==> src/rtl/fib_scheduler_if.sv <==
// Bundles the requester, response and engine buses of fib_scheduler.
// Ports: req_valid/req_n/req_ready (requesters), resp_* (shared response channel),
//        fib_start/fib_din/fib_dout/fib_done/fib_rst (fibonacci engine).
// master = scheduler side, slave = requesters/consumer/engine side.
interface fib_scheduler_if #(
  parameter int NREQ = 4,
  parameter int DW   = 16
);
  logic [NREQ-1:0]         req_valid;
  logic [NREQ*DW-1:0]      req_n;
  logic [NREQ-1:0]         req_ready;
  logic                    resp_valid;
  logic                    resp_ready;
  logic [$clog2(NREQ)-1:0] resp_id;
  logic [DW-1:0]           resp_data;
  logic                    resp_err;
  logic                    fib_start;
  logic [DW-1:0]           fib_din;
  logic [DW-1:0]           fib_dout;
  logic                    fib_done;
  logic                    fib_rst;

  modport master (
    input  req_valid, req_n, resp_ready, fib_dout, fib_done,
    output req_ready, resp_valid, resp_id, resp_data, resp_err,
           fib_start, fib_din, fib_rst
  );

  modport slave (
    output req_valid, req_n, resp_ready, fib_dout, fib_done,
    input  req_ready, resp_valid, resp_id, resp_data, resp_err,
           fib_start, fib_din, fib_rst
  );
endinterface

==> src/rtl/fib_scheduler.sv <==
// Purpose: round-robin share of one fibonacci engine among NREQ requesters, with watchdog abort.
// Latency: accept -> resp_valid = 2 + engine latency cycles (TIMEOUT + 2 on abort).
// Backpressure: response held stable until resp_ready; no new grant until the handshake completes.
// Ports: clk, reset (sync, active-high); bus = fib_scheduler_if.master carrying the
//        requester, response and engine signals.
module fib_scheduler #(
  parameter int NREQ    = 4,
  parameter int DW      = 16,
  parameter int TIMEOUT = 1024
) (
  input  logic              clk,
  input  logic              reset,
  fib_scheduler_if.master   bus
);
  localparam int IW = $clog2(NREQ);
  localparam int TW = $clog2(TIMEOUT);

  typedef enum logic [1:0] {S_IDLE, S_ISSUE, S_WAIT, S_RESP} state_t;

  state_t          state_q;
  logic [IW-1:0]   ptr_q;
  logic [IW-1:0]   id_q;
  logic [TW-1:0]   timer_q;
  logic [DW-1:0]   din_q;
  logic [DW-1:0]   data_q;
  logic            err_q;
  logic            resp_vld_q;
  logic            start_q;
  logic            abort_q;
  logic            rst_dly_q;   // high for the first cycle after reset; blocks grants then

  // Round-robin pick: scan ptr, ptr+1, ... and keep the nearest set bit.
  // Iterating from the far end lets the closest candidate overwrite the rest.
  logic            win_vld;
  logic [IW-1:0]   win_id;
  logic [IW:0]     idx;

  always_comb begin
    win_vld = 1'b0;
    win_id  = '0;
    idx     = '0;
    for (int k = NREQ - 1; k >= 0; k--) begin
      idx = {1'b0, ptr_q} + (IW+1)'(k);
      if (idx >= (IW+1)'(NREQ)) idx = idx - (IW+1)'(NREQ);
      if (bus.req_valid[idx[IW-1:0]]) begin
        win_vld = 1'b1;
        win_id  = idx[IW-1:0];
      end
    end
  end

  logic grant;
  assign grant         = (state_q == S_IDLE) && !reset && !rst_dly_q && win_vld;
  assign bus.req_ready = grant ? (NREQ'(1) << win_id) : '0;

  always_ff @(posedge clk) begin
    if (reset) begin
      state_q    <= S_IDLE;
      ptr_q      <= '0;
      id_q       <= '0;
      timer_q    <= '0;
      din_q      <= '0;
      data_q     <= '0;
      err_q      <= 1'b0;
      resp_vld_q <= 1'b0;
      start_q    <= 1'b0;
      abort_q    <= 1'b0;
      rst_dly_q  <= 1'b1;
    end else begin
      rst_dly_q <= 1'b0;
      start_q   <= 1'b0;
      abort_q   <= 1'b0;
      case (state_q)
        S_IDLE: begin
          if (grant) begin
            id_q    <= win_id;
            din_q   <= bus.req_n[int'(win_id) * DW +: DW];
            start_q <= 1'b1;          // start pulse lands in the ISSUE cycle
            state_q <= S_ISSUE;
          end
        end
        S_ISSUE: begin
          timer_q <= '0;
          state_q <= S_WAIT;
        end
        S_WAIT: begin
          timer_q <= timer_q + TW'(1);
          // done has priority over an expiry in the same cycle
          if (bus.fib_done) begin
            data_q     <= bus.fib_dout;
            err_q      <= 1'b0;
            resp_vld_q <= 1'b1;
            state_q    <= S_RESP;
          end else if (timer_q == TW'(TIMEOUT - 1)) begin
            data_q     <= '0;
            err_q      <= 1'b1;
            abort_q    <= 1'b1;       // engine reset during the first RESP cycle
            resp_vld_q <= 1'b1;
            state_q    <= S_RESP;
          end
        end
        S_RESP: begin
          if (bus.resp_ready) begin
            resp_vld_q <= 1'b0;
            ptr_q      <= (id_q == IW'(NREQ - 1)) ? '0 : id_q + IW'(1);
            state_q    <= S_IDLE;
          end
        end
        default: state_q <= S_IDLE;
      endcase
    end
  end

  assign bus.resp_valid = resp_vld_q;
  assign bus.resp_id    = id_q;
  assign bus.resp_data  = data_q;
  assign bus.resp_err   = err_q;
  assign bus.fib_start  = start_q;
  assign bus.fib_din    = din_q;
  assign bus.fib_rst    = reset | abort_q;
endmodule

==> src/flat_wrapper.sv <==
// flat-port wrapper written by rule: the top's interface ports become plain ports
module fib_scheduler_flat 
#(
  parameter int NREQ    = 4,
  parameter int DW      = 16,
  parameter int TIMEOUT = 1024
)
  (clk, reset, bus_req_valid, bus_req_n, bus_resp_ready, bus_fib_dout, bus_fib_done, bus_req_ready, bus_resp_valid, bus_resp_id, bus_resp_data, bus_resp_err, bus_fib_start, bus_fib_din, bus_fib_rst);
  fib_scheduler_if #(.NREQ(NREQ), .DW(DW)) bus_i ();
  input  logic clk;
  input  logic reset;
  input wire logic [$bits(bus_i.req_valid)-1:0] bus_req_valid;
  input wire logic [$bits(bus_i.req_n)-1:0] bus_req_n;
  input wire logic [$bits(bus_i.resp_ready)-1:0] bus_resp_ready;
  input wire logic [$bits(bus_i.fib_dout)-1:0] bus_fib_dout;
  input wire logic [$bits(bus_i.fib_done)-1:0] bus_fib_done;
  output wire logic [$bits(bus_i.req_ready)-1:0] bus_req_ready;
  output wire logic [$bits(bus_i.resp_valid)-1:0] bus_resp_valid;
  output wire logic [$bits(bus_i.resp_id)-1:0] bus_resp_id;
  output wire logic [$bits(bus_i.resp_data)-1:0] bus_resp_data;
  output wire logic [$bits(bus_i.resp_err)-1:0] bus_resp_err;
  output wire logic [$bits(bus_i.fib_start)-1:0] bus_fib_start;
  output wire logic [$bits(bus_i.fib_din)-1:0] bus_fib_din;
  output wire logic [$bits(bus_i.fib_rst)-1:0] bus_fib_rst;
  assign bus_i.req_valid = bus_req_valid;
  assign bus_i.req_n = bus_req_n;
  assign bus_i.resp_ready = bus_resp_ready;
  assign bus_i.fib_dout = bus_fib_dout;
  assign bus_i.fib_done = bus_fib_done;
  assign bus_req_ready = bus_i.req_ready;
  assign bus_resp_valid = bus_i.resp_valid;
  assign bus_resp_id = bus_i.resp_id;
  assign bus_resp_data = bus_i.resp_data;
  assign bus_resp_err = bus_i.resp_err;
  assign bus_fib_start = bus_i.fib_start;
  assign bus_fib_din = bus_i.fib_din;
  assign bus_fib_rst = bus_i.fib_rst;
  fib_scheduler #(.NREQ(NREQ), .DW(DW), .TIMEOUT(TIMEOUT)) u_core (.clk(clk), .reset(reset), .bus(bus_i));
endmodule
==> config.mk <==
export PLATFORM = sky130hd
export DESIGN_NAME = fib_scheduler_flat
export DESIGN_NICKNAME = d
export VERILOG_FILES = /design/src/rtl/fib_scheduler_if.sv /design/src/rtl/fib_scheduler.sv /design/src/flat_wrapper.sv
export SDC_FILE = /design/constraint.sdc
export NUM_CORES = 1
export LEC_CHECK = 0
export BUFFER_PORTS_ARGS = -buffer_cell sky130_fd_sc_hd__buf_2
export CAP_MARGIN = 20
export CORE_MARGIN = 3
export CORE_UTILIZATION = 46
export DETAILED_ROUTE_END_ITERATION = 12
export PLACE_DENSITY = 0.91
export SLEW_MARGIN = 40
export SYNTH_ARGS = -nofsm -noshare
export SYNTH_HDL_FRONTEND = slang
export SYNTH_SLANG_ARGS = --single-unit
==> constraint.sdc <==
create_clock -name clk -period 2.15 [get_ports clk]
set_clock_uncertainty 0.2 [all_clocks]
set_input_delay 0.215 -clock clk [delete_from_list [all_inputs] [get_ports clk]]
set_output_delay 0.215 -clock clk [all_outputs]
set_load 0.03 [all_outputs]
==> impl_metrics.env <==
export IMPL_grt_pass1_vias=2826
export IMPL_post_route_period_util=0.951
export IMPL_reg2reg_to="u_core.bus.fib_din[5]$_SDFFE_PP0P_"
export IMPL_synth_top_cell_area_share=0.388
export IMPL_die_h_microns=83.1
export IMPL_endpoint="bus_req_ready[3]"
export IMPL_syn_area_per_cell_sq_um=9.19
export IMPL_route_detailed_drc=0
export IMPL_period_minus_slack_ps=2050
export IMPL_switching_share=0.391
export IMPL_worstPathRequired_ps=1740
export IMPL_synth_ff_type="dfxtp_1"
export IMPL_maxSlewHeadroom=0.592
export IMPL_powerDensity_nw_per_um2=804
export IMPL_routed_wirelength_microns=7950
export IMPL_status="finished, final reports clean"
export IMPL_cts_buffers=5
export IMPL_synth_area_sq_um=2740
export IMPL_synth_top_area_cell="dfxtp_1"
export IMPL_finalHoldViolations=0
export IMPL_syn_to_final_growth_pct=39.2
export IMPL_cts_tree="yes"
export IMPL_p_int_mw=1.87
export IMPL_ys_seq_area_frac=0.388
export IMPL_grtUsageTotal=0.223
export IMPL_start_util=0.485
export IMPL_core_area_sq_um=5640
export IMPL_yosysWarningCount=0
export IMPL_peakVddDrop_uv=575
export IMPL_drtPass1Iterations=4
export IMPL_via_count=2830
export IMPL_clk_latency_ps=310
export IMPL_finalNonFillerCells=526
export IMPL_p_leak_nw=1.78
export IMPL_drv_cap=0
export IMPL_dieWidth_microns=83.1
export IMPL_crit_type="reg2out"
export IMPL_cts_root_buf="clkbuf_8"
export IMPL_drive_gt1_frac=0.407
export IMPL_grt_pass1_wl_microns=12800
export IMPL_timing_fmax_mhz=489
export IMPL_row_count=27
export IMPL_critPathArrivalTime_ps=1630
export IMPL_clock_sinks=53
export IMPL_pwr_share_clk=0.185
export IMPL_crit_path_max_fanout=16
export IMPL_cts_buffer_depth=2
export IMPL_reg2reg_depth=6
export IMPL_grt_max_degree=30
export IMPL_ys_top_cells_by_area="dfxtp_1 (39%), mux2i_1 (7.3%), nor2_1 (5.1%)"
export IMPL_synthTopCellsByCount="dfxtp_1 (53), nor2_1 (37), nand2_1 (25), mux2i_1 (20), nand3_1 (19)"
export IMPL_synth_nets=392
export IMPL_worstSetupEndpointType="output port"
export IMPL_ys_async_sr_fraction=0
export IMPL_finalMaxSlewViolations=0
export IMPL_gp_congestion=0.808
export IMPL_vias_per_cell=5.38
export IMPL_critical_path_slowest_cell="dfxtp_2"
export IMPL_hold_class="in2reg"
export IMPL_final_util=0.676
export IMPL_switching_power_mw=1.20
export IMPL_wl_per_cell_microns=15.1
export IMPL_synth_edf_count=0
export IMPL_clk_transition_reported_paths_ps=100
export IMPL_dpl_cell_count=493
export IMPL_pwr_share_seq=0.395
export IMPL_yosysUniqueCellTypes=47
export IMPL_die_area_sq_um=6910
export IMPL_io_pins=130
export IMPL_io_buffers=129
export IMPL_diodes=0
export IMPL_final_area_sq_um=3810
export IMPL_worstSetupStartpointType="register"
export IMPL_setup_violations=0
export IMPL_cp_startpoint="u_core.ptr_q[0]$_SDFFE_PP0P_"
export IMPL_nets=547
export IMPL_worst_slack_ps=104
export IMPL_synth_cells=298
export IMPL_synth_most_common_cell="dfxtp_1"
export IMPL_pwr_share_comb=0.420
export IMPL_drt_initial_drc_count=136
export IMPL_grt_antenna_before_repair=0
export IMPL_crit_path_cell_trace="inv_1 -> o21a_1 -> o22ai_4 -> buf_6 -> nor2_1 -> buf_4"
export IMPL_htree_levels=2
export IMPL_placed_cell_area_sq_um=3440
export IMPL_grt_overflow=0
export IMPL_dp_final_hpwl_microns=5650
export IMPL_worst_pin_slew_ps=613
export IMPL_dp_slack_ps=191
export IMPL_r2r_start="u_core.ptr_q[1]$_SDFFE_PP0P_"
export IMPL_rrSetupSlack_ps=240
export IMPL_ant_nets=0
export IMPL_total_power_mw=3.07
export IMPL_cp_slowest_stage_delay_ps=380
export IMPL_synth_seq_cells=53
## power groups by stage
stage | Combinational (mW) | Clock, mW | Sequential, mW
final | 1.29 | 0.568 | 1.21
after floorplan | 0.645 | 0 | 1.45
after global placement | 1.20 | 0 | 1.22
after CTS | 1.26 | 0.584 | 1.21
after global routing | 1.39 | 0.626 | 1.23
after detailed placement | 1.22 | 0 | 1.23
## per-layer routing
metal	up-vias	GRT usage	share of wire
li1	1386	-	-
met1	1319	0.244	0.38
met2	108	0.423	0.53
met3	17	0.0516	0.070
met4	0	0.0639	0.020
met5	-	0	0
## worst max-delay path, delay by kind of cell, from the launching register on
kind / cells / cell delay (ps)
AOI/OAI and AO/OA: 2 / 430
DFF: 1 / 380
buffers and inverters: 3 / 460
and+or+nand+nor: 1 / 70
## logic make-up (layout without fill, tap and decap cells)
| kind of cell | after synthesis | in the layout | share of synthesized area |
|---|---|---|---|
| flip-flops | 53 | 53 | 0.388 |
| multiplexers | 20 | 20 | 0.0731 |
| AO/OA/AOI/OAI | 83 | 83 | 0.237 |
| adder cells (fa/ha/maj) | 6 | 6 | 0.0274 |
| XOR/XNOR | 9 | 9 | 0.0288 |
| AND/OR/NAND/NOR | 101 | 101 | 0.187 |
| buffers and inverters | 26 | 182 | 0.0590 |
## what timing repair did
item                       4_1_cts  5_1_grt
pin swaps                        0        3
setup endpoints to repair        2        4
buffers inserted                 0        5
hold buffers                    20        0
gates resized for setup          7        9
hold endpoints to repair        19        0
cloned                           0        0
## stage by stage
step	hold slack, ps	TNS, ps
6_report	2.03	0
5_1_grt	12.5	-8.42
4_1_cts	0.0632	0
3_5_place_dp	261	0
3_3_place_gp	247	0
2_1_floorplan	42.7	0
## registers in the layout, summed over array words and instances, names as in the netlist
| name | flops |
|---|---|
| u_core.abort_q | 1 |
| u_core.bus.fib_din | 16 |
| u_core.bus.fib_start | 1 |
| u_core.bus.resp_data | 16 |
| u_core.bus.resp_err | 1 |
| u_core.bus.resp_id | 2 |
| u_core.bus.resp_valid | 1 |
| u_core.ptr_q | 2 |
| u_core.rst_dly_q | 1 |
| u_core.state_q | 2 |
| u_core.timer_q | 10 |
## layout by cell type, fill, tap and decap left out, types with 2 or more instances in the layout
master / count
a211o_1: 15
a21oi_1: 6
a22oi_1: 16
buf_2: 125
buf_4: 20
clkbuf_4: 2
clkbuf_8: 5
dfxtp_1: 51
dfxtp_2: 2
dlygate4sd3_1: 20
ha_1: 5
inv_1: 4
mux2i_1: 19
nand2_1: 25
nand3_1: 19
nand4_1: 4
nor2_1: 35
nor2_2: 2
nor3_1: 3
o211ai_1: 6
o211ai_2: 9
o21ai_0: 17
o22a_1: 2
xnor2_1: 2
xor2_1: 7
## worst min path at each step
stage / start / to / slack (ps) / depth (start not counted)
4_1_cts: bus_req_n[29] / u_core.bus.fib_din[13]$_SDFFE_PP0P_ / 0.06 / 3
3_3_place_gp: bus_fib_dout[3] / u_core.bus.resp_data[3]$_SDFFE_PP0P_ / 250 / 3
3_5_place_dp: u_core.bus.fib_din[7]$_SDFFE_PP0P_ / u_core.bus.fib_din[7]$_SDFFE_PP0P_ / 260 / 2
6_report: bus_req_n[10] / u_core.bus.fib_din[10]$_SDFFE_PP0P_ / 2 / 3
5_1_grt: bus_req_n[25] / u_core.bus.fib_din[9]$_SDFFE_PP0P_ / 10 / 3
2_1_floorplan: reset / u_core.rst_dly_q$_DFF_P_ / 40 / 0
## layout make-up
cell class                      instances  area, sq um
Fill cell                             447         1830
Multi-Input combinational cell        219         1540
Sequential cell                        53         1060
Timing Repair Buffer                  168         1000
Tap cell                               72         90.1
Clock buffer                            6         72.6
Inverter                                6         25.0
Clock inverter                          2         13.8
No activity file was read; power rests on OpenSTA's default activity.
